===== src/rtl/tim_apb_arb_pkg.sv =====
// Shared definitions for the two-requester APB arbiter: FSM encoding and default widths.
package tim_apb_arb_pkg;

    typedef enum logic [1:0] {
        IDLE   = 2'b00,
        SETUP  = 2'b01,
        ACCESS = 2'b10
    } state_e;

    localparam int ADDR_W_DEF = 8;
    localparam int DATA_W_DEF = 32;

endpackage


===== src/rtl/tim_apb_arb.sv =====
// Two-requester round-robin arbiter in front of a zero-wait APB timer block.
// Every output comes straight from a flop; request inputs are sampled only in IDLE.
module tim_apb_arb
    import tim_apb_arb_pkg::*;
#(
    parameter int ADDR_W = ADDR_W_DEF,
    parameter int DATA_W = DATA_W_DEF
) (
    input  logic              pclk,
    input  logic              presetn,
    input  logic              req0,
    input  logic              req1,
    input  logic              we0,
    input  logic              we1,
    input  logic [ADDR_W-1:0] addr0,
    input  logic [ADDR_W-1:0] addr1,
    input  logic [DATA_W-1:0] wdata0,
    input  logic [DATA_W-1:0] wdata1,
    output logic              done0,
    output logic              done1,
    output logic [DATA_W-1:0] rdata0,
    output logic [DATA_W-1:0] rdata1,
    output logic              psel,
    output logic              penable,
    output logic              pwrite,
    output logic [ADDR_W-1:0] paddr,
    output logic [DATA_W-1:0] pwdata,
    input  logic [DATA_W-1:0] prdata
);

    state_e              state_q, state_d;
    logic                psel_q, psel_d;
    logic                penable_q, penable_d;
    logic                pwrite_q, pwrite_d;
    logic [ADDR_W-1:0]   paddr_q, paddr_d;
    logic [DATA_W-1:0]   pwdata_q, pwdata_d;
    logic                done0_q, done0_d;
    logic                done1_q, done1_d;
    logic [DATA_W-1:0]   rdata0_q, rdata0_d;
    logic [DATA_W-1:0]   rdata1_q, rdata1_d;
    // Requester granted most recently; also selects done/rdata routing for the transfer in flight.
    logic                last_q, last_d;

    logic                elig0, elig1, win;

    // Next-state, arbitration and output-register logic.
    always_comb begin
        // A requester whose done is high this cycle is dropping req; never re-grant it.
        elig0     = req0 & ~done0_q;
        elig1     = req1 & ~done1_q;
        // Tie goes to whoever was not granted last.
        win       = (elig0 & elig1) ? ~last_q : elig1;

        state_d   = state_q;
        psel_d    = psel_q;
        penable_d = penable_q;
        pwrite_d  = pwrite_q;
        paddr_d   = paddr_q;
        pwdata_d  = pwdata_q;
        done0_d   = 1'b0;
        done1_d   = 1'b0;
        rdata0_d  = rdata0_q;
        rdata1_d  = rdata1_q;
        last_d    = last_q;

        case (state_q)
            IDLE: begin
                if (elig0 | elig1) begin
                    state_d  = SETUP;
                    psel_d   = 1'b1;
                    last_d   = win;
                    pwrite_d = win ? we1    : we0;
                    paddr_d  = win ? addr1  : addr0;
                    pwdata_d = win ? wdata1 : wdata0;
                end
            end
            SETUP: begin
                state_d   = ACCESS;
                penable_d = 1'b1;
            end
            ACCESS: begin
                state_d   = IDLE;
                psel_d    = 1'b0;
                penable_d = 1'b0;
                if (last_q) begin
                    done1_d = 1'b1;
                    if (!pwrite_q) rdata1_d = prdata;
                end else begin
                    done0_d = 1'b1;
                    if (!pwrite_q) rdata0_d = prdata;
                end
            end
            default: begin
                state_d   = IDLE;
                psel_d    = 1'b0;
                penable_d = 1'b0;
            end
        endcase
    end

    // State and output registers; reset abandons any transfer without a done pulse.
    always_ff @(posedge pclk or negedge presetn) begin
        if (!presetn) begin
            state_q   <= IDLE;
            psel_q    <= 1'b0;
            penable_q <= 1'b0;
            pwrite_q  <= 1'b0;
            paddr_q   <= '0;
            pwdata_q  <= '0;
            done0_q   <= 1'b0;
            done1_q   <= 1'b0;
            rdata0_q  <= '0;
            rdata1_q  <= '0;
            last_q    <= 1'b1;
        end else begin
            state_q   <= state_d;
            psel_q    <= psel_d;
            penable_q <= penable_d;
            pwrite_q  <= pwrite_d;
            paddr_q   <= paddr_d;
            pwdata_q  <= pwdata_d;
            done0_q   <= done0_d;
            done1_q   <= done1_d;
            rdata0_q  <= rdata0_d;
            rdata1_q  <= rdata1_d;
            last_q    <= last_d;
        end
    end

    assign psel    = psel_q;
    assign penable = penable_q;
    assign pwrite  = pwrite_q;
    assign paddr   = paddr_q;
    assign pwdata  = pwdata_q;
    assign done0   = done0_q;
    assign done1   = done1_q;
    assign rdata0  = rdata0_q;
    assign rdata1  = rdata1_q;

endmodule


===== config.mk =====
export PLATFORM = sky130hd
export DESIGN_NAME = tim_apb_arb
export DESIGN_NICKNAME = d
export VERILOG_FILES = /design/src/rtl/tim_apb_arb_pkg.sv /design/src/rtl/tim_apb_arb.sv
export SDC_FILE = /design/constraint.sdc
export NUM_CORES = 1
export LEC_CHECK = 0
export ABC_AREA = 1
export ABC_CLOCK_PERIOD_IN_PS = 1700
export CORE_MARGIN = 10
export CORE_UTILIZATION = 42
export CTS_BUF_LIST = sky130_fd_sc_hd__clkbuf_4 sky130_fd_sc_hd__clkbuf_8 sky130_fd_sc_hd__clkbuf_16
export DETAILED_ROUTE_END_ITERATION = 8
export GPL_TIMING_DRIVEN = 0
export PLACE_DENSITY = 0.84
export SYNTH_ARGS = -nofsm -noshare
export SYNTH_HDL_FRONTEND = slang
export SYNTH_SLANG_ARGS = --single-unit

===== constraint.sdc =====
create_clock -name pclk -period 1.7 [get_ports pclk]
set_input_delay 0.17 -clock pclk [delete_from_list [all_inputs] [get_ports pclk]]
set_output_delay 0.17 -clock pclk [all_outputs]
set_load 0.05 [all_outputs]

==> report_table.html <==
<table>
<tr><th>Metric</th><th>Value</th></tr>
<tr><th colspan="2">Setup path</th></tr>
<tr><td>Flop-to-flop setup slack</td><td>0.25 ns</td></tr>
<tr><td>Critical R2R Capture</td><td>paddr[1]</td></tr>
<tr><td>Worst Path Required</td><td>1.53 ns</td></tr>
<tr><td>Critical path peak fanout</td><td>2</td></tr>
<tr><td>Type of element launching the critical path</td><td>flip-flop</td></tr>
<tr><td>Bufs and invs on worst path</td><td>1</td></tr>
<tr><td>Type of destination of the critical path</td><td>output pin</td></tr>
<tr><td>Total number of cells along the worst setup path</td><td>1</td></tr>
<tr><td>Worst setup path class</td><td>reg2out</td></tr>
<tr><td>Worst R2R Path Depth</td><td>6</td></tr>
<tr><td>Slowest-stage cell, CP</td><td>sky130_fd_sc_hd__clkdlybuf4s50_1</td></tr>
<tr><td>Worst path cell trace</td><td>clkdlybuf4s50_1</td></tr>
<tr><td>Source of the critical timing path</td><td>rdata1[9]</td></tr>
<tr><td>Max stage delay on crit path</td><td>0.81 ns</td></tr>
<tr><td>Origin of the critical flop-to-flop path</td><td>last_q</td></tr>
<tr><td>Arrival time worst endpoint</td><td>1.51 ns</td></tr>
<tr><td>Family with the most delay on the worst path</td><td>buffers and inverters</td></tr>
<tr><th colspan="2">Pwr</th></tr>
<tr><td>Share of power burned in registers</td><td>27.8%</td></tr>
<tr><td>Share of total power in combinational logic</td><td>59.9%</td></tr>
<tr><td>Worst supply voltage drop on vdd</td><td>1.05 mV</td></tr>
<tr><td>P_int</td><td>8000 µW</td></tr>
<tr><td>Static leakage</td><td>0.00458 µW</td></tr>
<tr><td>Power density relative to cell area</td><td>2180 mW/mm²</td></tr>
<tr><td>Psw</td><td>9040 µW</td></tr>
<tr><td>Clock network fraction of design power</td><td>12.3%</td></tr>
<tr><td>Switching part of the total</td><td>53.1%</td></tr>
<tr><th colspan="2">Die</th></tr>
<tr><td>Die H</td><td>129 µm</td></tr>
<tr><td>Effective utilization at floorplan</td><td>43.4%</td></tr>
<tr><td>Placeable core area</td><td>0.0115 mm²</td></tr>
<tr><td>Ports placed on the boundary</td><td>227</td></tr>
<tr><td>Rows</td><td>39</td></tr>
<tr><td>Die ar.</td><td>0.0167 mm²</td></tr>
<tr><td>Horizontal extent of the die</td><td>129 µm</td></tr>
<tr><th colspan="2">Drt</th></tr>
<tr><td>Post-DR wirelength/cell</td><td>16.0 µm</td></tr>
<tr><td>Total wirelength of the detailed-routed design</td><td>16200 µm</td></tr>
<tr><td>Length of the first detailed-routing pass in iterations</td><td>5</td></tr>
<tr><td>Routed via count divided by cell count</td><td>4.78</td></tr>
<tr><td>Violation count after the first detailed-route iteration</td><td>225</td></tr>
<tr><td>DRC errors left</td><td>0</td></tr>
<tr><td>Vias post-DR</td><td>4815</td></tr>
<tr><td>Post-DRT Antenna Nets</td><td>0</td></tr>
<tr><th colspan="2">Final layout</th></tr>
<tr><td>Share of cells above drive strength 1</td><td>6.94%</td></tr>
<tr><td>Fillers</td><td>942</td></tr>
<tr><td>Final core occ</td><td>67.7%</td></tr>
<tr><td>Filler-free cell count of the finished design</td><td>1008</td></tr>
<tr><td>Area growth syn-to-layout</td><td>56.0%</td></tr>
<tr><td>Diodes inserted</td><td>0</td></tr>
<tr><td>Net count of the finished layout</td><td>978</td></tr>
<tr><th colspan="2">STA</th></tr>
<tr><td>Worst rel slew slack</td><td>61.4%</td></tr>
<tr><td>Achievable clock frequency</td><td>0.594 GHz</td></tr>
<tr><td>Number of setup violations in the final report</td><td>0</td></tr>
<tr><td>Final Critical Period</td><td>1.68 ns</td></tr>
<tr><td>Post-route fraction of the period consumed by the critical path</td><td>99.1%</td></tr>
<tr><td>Transition time of the tightest slew-check pin</td><td>0.578 ns</td></tr>
<tr><td>Minimum hold slack</td><td>0.374 ns</td></tr>
<tr><td>Final hold violations</td><td>0</td></tr>
<tr><td>Total Negative Setup Slacks</td><td>0 ns</td></tr>
<tr><td>Number of max-slew violations in the final report</td><td>0</td></tr>
<tr><td>Setup slack of the critical path after layout</td><td>0.0153 ns</td></tr>
<tr><td>Clock skew</td><td>0.0125 ns</td></tr>
<tr><th colspan="2">GRT</th></tr>
<tr><td>Maximum number of pins on one net before global-route repair</td><td>70</td></tr>
<tr><td>Global-route wire length before repair</td><td>24300 µm</td></tr>
<tr><td>Remaining Overflow, GRT</td><td>0</td></tr>
<tr><td>Via count of the first global-routing pass</td><td>4557</td></tr>
<tr><td>Total global-route track usage</td><td>18.3%</td></tr>
<tr><td>Number of antenna violations at the first check in global routing</td><td>0</td></tr>
<tr><th colspan="2">Min path</th></tr>
<tr><td>Type of the tightest min-delay check</td><td>in2reg</td></tr>
<tr><td>Endpoint, Worst Hold</td><td>rdata1[28]</td></tr>
<tr><td>Beginning of the worst hold path</td><td>prdata[28]</td></tr>
<tr><td>Number of stages on the worst hold path</td><td>3</td></tr>
<tr><th colspan="2">Run status</th></tr>
<tr><td>Run status</td><td>completed</td></tr>
<tr><th colspan="2">Yosys</th></tr>
<tr><td>Sequential area share after synthesis</td><td>56.1%</td></tr>
<tr><td>Synthesized instance count</td><td>621</td></tr>
<tr><td>Top-area cell type share of the netlist area</td><td>55.5%</td></tr>
<tr><td>Cell taking the most area after synthesis</td><td>sky130_fd_sc_hd__dfrtp_1</td></tr>
<tr><td>Mean Syn Cell Area</td><td>8.06 µm²</td></tr>
<tr><td>Top area cells in the synthesized netlist</td><td>sky130_fd_sc_hd__dfrtp_1 (56%), sky130_fd_sc_hd__nand2_1 (15%), sky130_fd_sc_hd__inv_1 (8.8%), sky130_fd_sc_hd__nand3_1 (8.2%), sky130_fd_sc_hd__o21ai_1 (4.6%)</td></tr>
<tr><td>Netlist area before placement</td><td>0.00500 mm²</td></tr>
<tr><td>Warnings from Yosys</td><td>0</td></tr>
<tr><td>Leading cell type by number of instances after synthesis</td><td>sky130_fd_sc_hd__nand2_1</td></tr>
<tr><td>Count of flip-flops with a built-in enable after synthesis</td><td>0</td></tr>
<tr><td>Most used standard cells in the synthesized netlist</td><td>sky130_fd_sc_hd__nand2_1 (194), sky130_fd_sc_hd__inv_1 (117), sky130_fd_sc_hd__dfrtp_1 (111), sky130_fd_sc_hd__nand3_1 (82), sky130_fd_sc_hd__o21ai_1 (46)</td></tr>
<tr><td>Number of unique standard cell types used by synthesis</td><td>16</td></tr>
<tr><td>Synth Register Bits</td><td>112</td></tr>
<tr><td>Proportion of register bits with asynchronous set or reset after synthesis</td><td>100%</td></tr>
<tr><td>Nets in the synthesized netlist</td><td>739</td></tr>
<tr><td>Commonest register cell after synthesis</td><td>sky130_fd_sc_hd__dfrtp_1</td></tr>
<tr><th colspan="2">CTS</th></tr>
<tr><td>Post-CTS setup repair buffer count</td><td>0</td></tr>
<tr><td>Num CTS Buffers</td><td>9</td></tr>
<tr><td>H-tree levels</td><td>3</td></tr>
<tr><td>Maximum clock path buffer count</td><td>2</td></tr>
<tr><td>Library cell used as clock root buffer</td><td>sky130_fd_sc_hd__clkbuf_16</td></tr>
<tr><td>TritonCTS clock tree</td><td>built</td></tr>
<tr><td>Worst-skew pair later-pin latency</td><td>0.35 ns</td></tr>
<tr><td>Clk slew on worst S/H paths</td><td>0.08 ns</td></tr>
<tr><td>Clock sinks</td><td>112</td></tr>
<tr><th colspan="2">Placed design</th></tr>
<tr><td>Number of input and output port buffers inserted</td><td>226</td></tr>
<tr><td>Final estimated routing congestion in global placement</td><td>0.827</td></tr>
<tr><td># placed instances</td><td>991</td></tr>
<tr><td>Worst setup slack before clock tree synthesis</td><td>0.109 ns</td></tr>
<tr><td>Half-perimeter wire length of the detailed placement result</td><td>12200 µm</td></tr>
<tr><th colspan="2">Flow run</th></tr>
<tr><td>Maximum capacitance violations</td><td>0</td></tr>
</table>
==> state kept, by name, summed over array words and instances, names as in the netlist <==
register,count
pwrite,1
done1,1
done0,1
rdata1,32
paddr,8
last_q,1
state_q,2
pwdata,32
penable,1
rdata0,32
psel,1
==> cells in the final DEF, fill, tap and decap left out, types with 4 or more instances in the layout <==
cell and count:
sky130_fd_sc_hd__inv_2 4, sky130_fd_sc_hd__o21ai_1 46, sky130_fd_sc_hd__buf_2 18, sky130_fd_sc_hd__clkdlybuf4s50_1 123
sky130_fd_sc_hd__nand2_1 194, sky130_fd_sc_hd__buf_4 12, sky130_fd_sc_hd__dlygate4sd2_1 60, sky130_fd_sc_hd__inv_1 117
sky130_fd_sc_hd__nand3_1 82, sky130_fd_sc_hd__clkbuf_16 9, sky130_fd_sc_hd__dfrtp_1 111, sky130_fd_sc_hd__o21ai_0 19
sky130_fd_sc_hd__dlymetal6s2s_1 42, sky130_fd_sc_hd__nor2_1 7
==> routing by layer <==
metal / GRT usage (%) / share of wire [%]
met5: 0 / 0
met1: 22.9 / 41
met4: 6.15 / 1.6
met2: 30.3 / 50
met3: 4.53 / 7.5
==> power by group through the flow <==
stage,clock network (µW),registers (µW),logic [µW]
2_1_floorplan,0,9270,2380
3_3_place_gp,0,4760,10700
3_5_place_dp,0,4790,10800
4_1_cts,2130,4740,10400
5_1_grt,2230,4890,10800
6_report,2090,4730,10200
==> cell families after synthesis <==
logic type | synth area share [%]
buf+inv | 12.8
simple gates | 24.5
flops | 56.1
compound gates | 6.68
==> cell type report <==
| class | count | area (µm²) | share of cell area (%) |
|---|---|---|---|
| flip-flops and latches | 112 | 2800 | 35.9 |
| repair buffers | 228 | 2330 | 29.8 |
| multi-input cells | 356 | 1560 | 20.0 |
| inverters | 121 | 454 | 5.82 |
| clock buffers | 11 | 246 | 3.16 |
| plain buffers | 32 | 184 | 2.36 |
| well taps | 143 | 179 | 2.29 |
| clock inverters | 5 | 46.3 | 0.593 |
==> metrics by stage <==
step | area (µm²) | total power [µW]
CTS | 7700 | 17200
detailed placement | 7470 | 15600
floorplan | 5000 | 11600
finish | 7800 | 17000
global placement | 7440 | 15400
global route | 7800 | 18000
==> worst max-delay path by stage <==
stage	end	slack (ns)
floorplan	pwrite	0.24
global placement	rdata1[18]	-3.85
detailed placement	paddr[6]	0.11
CTS	pwdata[30]	0.0005
global route	rdata1[9]	-0.01
finish	rdata1[9]	0.02
==> timing repair <==
action | in CTS | in global routing
hold buffers | 1 | 0
pin swaps | 0 | 0
setup endpoints to repair | 60 | 42
hold endpoints to repair | 43 | 0
gates resized for setup | 60 | 42
Note: power is estimated with default switching activity, not from simulation.
